<file path="config.mk">
export PLATFORM = sky130hd
export DESIGN_NAME = dcpu16_alu_seq
export DESIGN_NICKNAME = d
export VERILOG_FILES = /design/src/rtl/dcpu16_pkg.sv /design/src/rtl/dcpu16_tmo.sv /design/src/rtl/dcpu16_alu_seq.sv
export SDC_FILE = /design/constraint.sdc
export NUM_CORES = 1
export LEC_CHECK = 0
export CAP_MARGIN = 30
export CORE_MARGIN = 10
export CORE_UTILIZATION = 44
export DETAILED_ROUTE_END_ITERATION = 7
export PLACE_DENSITY_LB_ADDON = 0.25
export RECOVER_POWER = 50
export SYNTH_ARGS = -nofsm -noshare
export SYNTH_HDL_FRONTEND = slang
export SYNTH_SLANG_ARGS = --single-unit
</file>
<file path="constraint.sdc">
create_clock -name clk -period 3.65 [get_ports clk]
set_input_delay 0.73 -clock clk [delete_from_list [all_inputs] [get_ports clk]]
set_output_delay 0.73 -clock clk [all_outputs]
set_load 0.02 [all_outputs]
</file>
<file path="src/rtl/dcpu16_pkg.sv">
// Shared definitions for the DCPU16 instruction sequencer: one-hot state
// encoding, basic opcodes, phase bus values and opcode-class masks.
package dcpu16_pkg;

    // One-hot state encoding
    localparam logic [5:0] ST_IDLE   = 6'b000001;
    localparam logic [5:0] ST_FETCHA = 6'b000010;
    localparam logic [5:0] ST_FETCHB = 6'b000100;
    localparam logic [5:0] ST_EXEC   = 6'b001000;
    localparam logic [5:0] ST_WBACK  = 6'b010000;
    localparam logic [5:0] ST_FAULT  = 6'b100000;

    typedef enum logic [5:0] {
        StIdle   = ST_IDLE,
        StFetchA = ST_FETCHA,
        StFetchB = ST_FETCHB,
        StExec   = ST_EXEC,
        StWback  = ST_WBACK,
        StFault  = ST_FAULT
    } state_e;

    // Basic opcodes
    localparam logic [3:0] OPC_SET = 4'h1;
    localparam logic [3:0] OPC_ADD = 4'h2;
    localparam logic [3:0] OPC_SUB = 4'h3;
    localparam logic [3:0] OPC_MUL = 4'h4;
    localparam logic [3:0] OPC_DIV = 4'h5;
    localparam logic [3:0] OPC_MOD = 4'h6;
    localparam logic [3:0] OPC_SHL = 4'h7;
    localparam logic [3:0] OPC_SHR = 4'h8;
    localparam logic [3:0] OPC_AND = 4'h9;
    localparam logic [3:0] OPC_BOR = 4'hA;
    localparam logic [3:0] OPC_XOR = 4'hB;
    localparam logic [3:0] OPC_IFE = 4'hC;
    localparam logic [3:0] OPC_IFN = 4'hD;
    localparam logic [3:0] OPC_IFG = 4'hE;
    localparam logic [3:0] OPC_IFB = 4'hF;

    // Phase bus values
    localparam logic [1:0] PHA_FA = 2'd0;
    localparam logic [1:0] PHA_FB = 2'd1;
    localparam logic [1:0] PHA_EX = 2'd2;
    localparam logic [1:0] PHA_WB = 2'd3;

    // Opcode-class masks, one bit per opcode value
    localparam logic [15:0] IS_IFX       = 16'hF000;  // IFE, IFN, IFG, IFB
    localparam logic [15:0] ILLEGAL_BASE = 16'h01E1;  // 0x0 and DIV/MOD/SHL/SHR

endpackage

</file>
<file path="src/rtl/dcpu16_tmo.sv">
// Memory-phase stall timer: counts wait cycles and flags the cycle on which
// the STALL_TMO-th consecutive wait would complete.
module dcpu16_tmo #(
    parameter int unsigned STALL_TMO = 16
) (
    input  logic clk,
    input  logic rst,
    input  logic clr,
    input  logic run,
    output logic expired
);

    localparam int unsigned W = $clog2(STALL_TMO + 1);
    localparam logic [W-1:0] LIMIT = W'(STALL_TMO - 1);

    logic [W-1:0] cnt_q;

    // Count wait cycles, saturating at the limit; cleared whenever the phase ends
    always_ff @(posedge clk or posedge rst) begin
        if (rst) begin
            cnt_q <= '0;
        end else if (clr) begin
            cnt_q <= '0;
        end else if (run && (cnt_q != LIMIT)) begin
            cnt_q <= cnt_q + W'(1);
        end
    end

    assign expired = run & (cnt_q == LIMIT);

endmodule

</file>
<file path="src/rtl/dcpu16_alu_seq.sv">
// DCPU16 instruction sequencer: steps FETCHA -> FETCHB -> EXEC -> WBACK,
// pulses the ALU enable and gates writeback.
// Define DCPU16_IFX_EN to compile in IFE/IFN/IFG/IFB evaluation and skip;
// without it those opcodes fault and skip is tied low.
module dcpu16_alu_seq
    import dcpu16_pkg::*;
#(
    parameter int unsigned STALL_TMO = 16
) (
    input  logic        clk,
    input  logic        rst,
    input  logic        inst_vld,
    output logic        inst_rdy,
    input  logic [3:0]  inst_opc,
    input  logic        mem_ack,
    input  logic [15:0] regA,
    input  logic [15:0] regB,
    output logic        alu_ena,
    output logic [3:0]  alu_opc,
    output logic [1:0]  pha,
    output logic        wb_en,
    output logic        skip,
    output logic        fault,
    output logic        busy
);

    state_e      state_q;
    logic [3:0]  alu_opc_q;
    logic [1:0]  pha_q;
    logic        alu_ena_q;
    logic        wb_en_q;
    logic        fault_q;
    logic        skip_q;
    logic        waiting;
    logic        tmo_clr;
    logic        tmo_exp;
    logic        illegal;

    // Memory phases are the only states that can stall on mem_ack
    assign waiting = state_q inside {StFetchA, StFetchB, StWback};
    assign tmo_clr = ~waiting | mem_ack;

    dcpu16_tmo #(
        .STALL_TMO (STALL_TMO)
    ) u_tmo (
        .clk     (clk),
        .rst     (rst),
        .clr     (tmo_clr),
        .run     (waiting),
        .expired (tmo_exp)
    );

`ifdef DCPU16_IFX_EN
    logic cond;

    // Branch condition on the EXEC-phase operands
    always_comb begin
        cond = 1'b0;
        case (alu_opc_q)
            OPC_IFE: cond = (regA == regB);
            OPC_IFN: cond = (regA != regB);
            OPC_IFG: cond = (regA > regB);
            OPC_IFB: cond = ((regA & regB) != 16'h0000);
            default: cond = 1'b0;
        endcase
    end

    assign illegal = ILLEGAL_BASE[inst_opc];
`else
    logic unused_regs;
    assign unused_regs = ^{regA, regB};
    assign skip_q      = 1'b0;
    assign illegal     = ILLEGAL_BASE[inst_opc] | IS_IFX[inst_opc];
`endif

    // Sequencer FSM with registered outputs
    always_ff @(posedge clk or posedge rst) begin
        if (rst) begin
            state_q   <= StIdle;
            alu_opc_q <= 4'h0;
            pha_q     <= PHA_FA;
            alu_ena_q <= 1'b0;
            wb_en_q   <= 1'b0;
            fault_q   <= 1'b0;
`ifdef DCPU16_IFX_EN
            skip_q    <= 1'b0;
`endif
        end else begin
            alu_ena_q <= 1'b0;
            unique case (state_q)
                StIdle: begin
                    if (inst_vld) begin
                        if (skip_q) begin
                            // Swallow the instruction following a failed IFx
`ifdef DCPU16_IFX_EN
                            skip_q <= 1'b0;
`endif
                        end else if (illegal) begin
                            state_q <= StFault;
                            fault_q <= 1'b1;
                        end else begin
                            alu_opc_q <= inst_opc;
                            pha_q     <= PHA_FA;
                            state_q   <= StFetchA;
                        end
                    end
                end
                StFetchA: begin
                    if (mem_ack) begin
                        state_q <= StFetchB;
                        pha_q   <= PHA_FB;
                    end else if (tmo_exp) begin
                        state_q <= StFault;
                        fault_q <= 1'b1;
                    end
                end
                StFetchB: begin
                    if (mem_ack) begin
                        state_q   <= StExec;
                        pha_q     <= PHA_EX;
                        alu_ena_q <= ~IS_IFX[alu_opc_q];
                    end else if (tmo_exp) begin
                        state_q <= StFault;
                        fault_q <= 1'b1;
                    end
                end
                StExec: begin
`ifdef DCPU16_IFX_EN
                    if (IS_IFX[alu_opc_q]) begin
                        state_q <= StIdle;
                        skip_q  <= ~cond;
                    end else
`endif
                    begin
                        state_q <= StWback;
                        pha_q   <= PHA_WB;
                        wb_en_q <= 1'b1;
                    end
                end
                StWback: begin
                    if (mem_ack) begin
                        state_q <= StIdle;
                        wb_en_q <= 1'b0;
                    end else if (tmo_exp) begin
                        state_q <= StFault;
                        fault_q <= 1'b1;
                        wb_en_q <= 1'b0;
                    end
                end
                StFault: begin
                    fault_q <= 1'b1;
                end
                default: begin
                    state_q <= StFault;
                    fault_q <= 1'b1;
                    wb_en_q <= 1'b0;
                end
            endcase
        end
    end

    assign inst_rdy = (state_q == StIdle);
    assign busy     = (state_q != StIdle);
    assign alu_ena  = alu_ena_q;
    assign alu_opc  = alu_opc_q;
    assign pha      = pha_q;
    assign wb_en    = wb_en_q;
    assign skip     = skip_q;
    assign fault    = fault_q;

endmodule

</file>
==> run_results.csv <==
group,metric,value,unit
routing,first_pass_iters,4,
die,die_y,71.3,um
die,std_cell_rows,18,
cts,cts_tree,"yes",
power,p_comb_frac,0.085,
global_route,antenna_found_initial,0,
routing,routed-via-count,859,
job,cap_violations,0,
cts,cts_root_buf,"clkbuf_4",
power,peakVddDrop,0.000273,V
cts,postCtsSetupRepairBufs,0,
power,power_frac_seq,0.587,
die,core,0.00250,mm^2
cts,clkLatencyLatePin,0.30,ns
logic_synthesis,async_reset_ff_frac,1.00,
setup_path,rr_startpoint,"u_tmo.cnt_q[0]",
routing,via_per_inst,5.37,
timing,rsz0062_at_grt,"false",
timing,whs,0.484,ns
setup_path,path_cells,"nor2_2, nand3_2, inv_1, clkdlybuf4s50_1",
place,pre_cts_slack,0.999,ns
setup_path,endpoint_kind,"output pin",
finish,drive_gt1_frac,0.162,
global_route,grt_pass1_vias,902,
routing,drt_iter0_markers,55,
logic_synthesis,ys_ff_latch,20,
finish,area_delta_synth_final,17.3,%
power,finalPower,0.384,mW
logic_synthesis,syn_nets,158,
power,p_sw_frac,0.219,
die,ios,52,
cts,ctsHoldBuffers,0,
finish,diodes,0,
place,port_buffers,18,
power,p_int,0.300,mW
logic_synthesis,yosys_warnings,0,
cts,htreeDepth,1,
logic_synthesis,ys_seq_area_frac,0.433,
timing,finalHoldViolations,0,
setup_path,worstSetupStartpointType,"flop",
place,numPlacedInstances,156,
routing,wl,2370,um
finish,nNetsFinal,174,
setup_path,critical_path.startpoint,"state_q[1]",
power,switchingPower,0.0841,mW
timing,max-slew-margin-rel,0.492,
worst_hold_path,hp-start,"fault",
timing,min_period_over_period,0.742,
setup_path,worst_ep_required_time,2.92,ns
place,gp_congestion,0.913,
routing,wl_per_cell,14.8,um
timing,worst_pin_slew,0.761,ns
cts,post_cts_resized,0,
place,dp.final_hpwl,1860,um
outcome,status,"finished, final reports clean",
timing,timing.fmax,369,MHz
power,power.share.clock,0.328,
setup_path,critPathMaxStageDelay,0.61,ns
timing,worst_slack,0.941,ns
finish,final_common_cell,"dfrtp_1",
global_route,grt_max_degree,21,
die,die_area,0.00509,mm^2
timing,clock-skew-final,0.00790,ns
cts,cts.reportedPaths.clkPinSlew,0.11,ns
global_route,grt_pass1_wl,4110,um
setup_path,crit_slowest_cell,"clkdlybuf4s50_1",
logic_synthesis,synth_edf_count,0,
global_route,grt_usage,0.0953,
timing,finalSetupTns,0,ns
logic_synthesis,netlist_area,0.00116,mm^2
die,fp.dieW,71.3,um
finish,fin_cells,160,
timing,period_minus_slack,2.71,ns
cts,numClockSinks,20,
cts,numCtsBuffers,3,
timing,slew_violations,0,
finish,mostFrequentLayoutCells,"dfrtp_1, nor2_1, clkdlybuf4s50_1",
setup_path,path_class,"reg -> out",
setup_path,critPathMaxFanout,11,
cts,clock_path_buffers,2,
logic_synthesis,synth_cell_types,41,
logic_synthesis,postSynthAreaPerCell,10.1,um^2
routing,detail-route-antenna-nets,0,
timing,setup_viol,0,
power,cellLeakagePower,0.658,nW
logic_synthesis,synth_ff_type,"dfrtp_1",
logic_synthesis,synthCells,115,
power,powerDensity,283,mW/mm^2
setup_path,arrival,1.98,ns
worst_hold_path,hp-class,"reg -> reg",
global_route,grt-ovfl-total,0,
routing,drt_drc_violations_left,0,
die,initial_core_util,0.464,
-- area by class of cell --
| class | count | area, um^2 |
|---|---|---|
| Clock buffer | 4 | 36.3 |
| Fill cell | 226 | 1140 |
| Sequential cell | 20 | 502 |
| Inverter | 9 | 33.8 |
| Multi-Input combinational cell | 79 | 571 |
| Timing Repair Buffer | 18 | 180 |
| Tap cell | 30 | 37.5 |
-- power groups by stage --
stage | combinational [mW] | clock [mW] | sequential, mW
after detailed placement | 0.0334 | 0 | 0.230
final | 0.0325 | 0.126 | 0.226
after CTS | 0.0336 | 0.131 | 0.226
after global placement | 0.0326 | 0 | 0.230
after global routing | 0.0351 | 0.143 | 0.226
after floorplan | 0.0132 | 0 | 0.233
-- flip-flops by register name, summed over array words and instances (netlist names) --
register	count
alu_ena	1
alu_opc	4
fault	1
pha	2
state_q	6
u_tmo.cnt_q	5
wb_en	1
-- cell usage after synthesis (2+ instances only) --
cell type,n,area share
a21oi_1,5,0.022
a31oi_1,3,0.016
buf_4,3,0.019
buf_6,2,0.019
dfrtp_1,19,0.41
ha_1,3,0.032
inv_1,9,0.029
mux2_1,2,0.019
mux2_4,4,0.052
mux2i_1,2,0.017
nand2_1,4,0.013
nand3_1,2,0.0086
nand3_2,2,0.017
nand3b_1,2,0.013
nand4_1,2,0.011
nor2_1,16,0.052
nor3_1,3,0.013
o21ai_0,5,0.022
xor2_1,5,0.038
-- per-stage QoR --
| step | area, um^2 | utilization |
|---|---|---|
| after global placement | 1320 | 0.530 |
| after floorplan | 1160 | - |
| after CTS | 1360 | 0.544 |
| after detailed placement | 1320 | 0.530 |
| after global routing | 1360 | 0.544 |
| final | 1360 | 0.544 |
-- worst paths after layout --
path | endpoint | slack [ns] | depth (start not counted)
worst max-delay path | inst_rdy | 0.94 | 4
worst min-delay path | fault | 0.48 | 1
worst max register to register | wb_en | 1.76 | 7
worst min register to register | fault | 0.48 | 1
max in group asynchronous | alu_opc[3] | 2.18 | 2
min in group asynchronous | alu_opc[0] | 0.98 | 2
-- metal layers --
metal	part of all wire	routed length, um	vias to the layer above	global-route usage
met1	0.41	975	409	0.111
met3	0.062	147	2	0.0372
met2	0.52	1240	32	0.161
met4	0.0038	9	0	0.0194
li1	-	-	416	-
met5	0	0	-	0
-- worst max-delay path, delay by kind of cell (launching register included) --
family / cells / cell delay [ns]
flip-flops: 1 / 0.52
AND/OR/NAND/NOR: 2 / 0.43
buffers and inverters: 2 / 0.73
-- cells by family after synthesis --
family / count (synthesis) / share of synthesized area
adders and majority gates: 3 / 0.0324
other: 1 / 0.00323
xor gates and xnor gates: 6 / 0.0453
AOI/OAI and AO/OA: 18 / 0.0928
and+or+nand+nor: 42 / 0.220
muxes: 9 / 0.0982
buffers and inverters: 16 / 0.0755
DFF: 20 / 0.433
No activity file was read; power rests on OpenSTA's default activity.
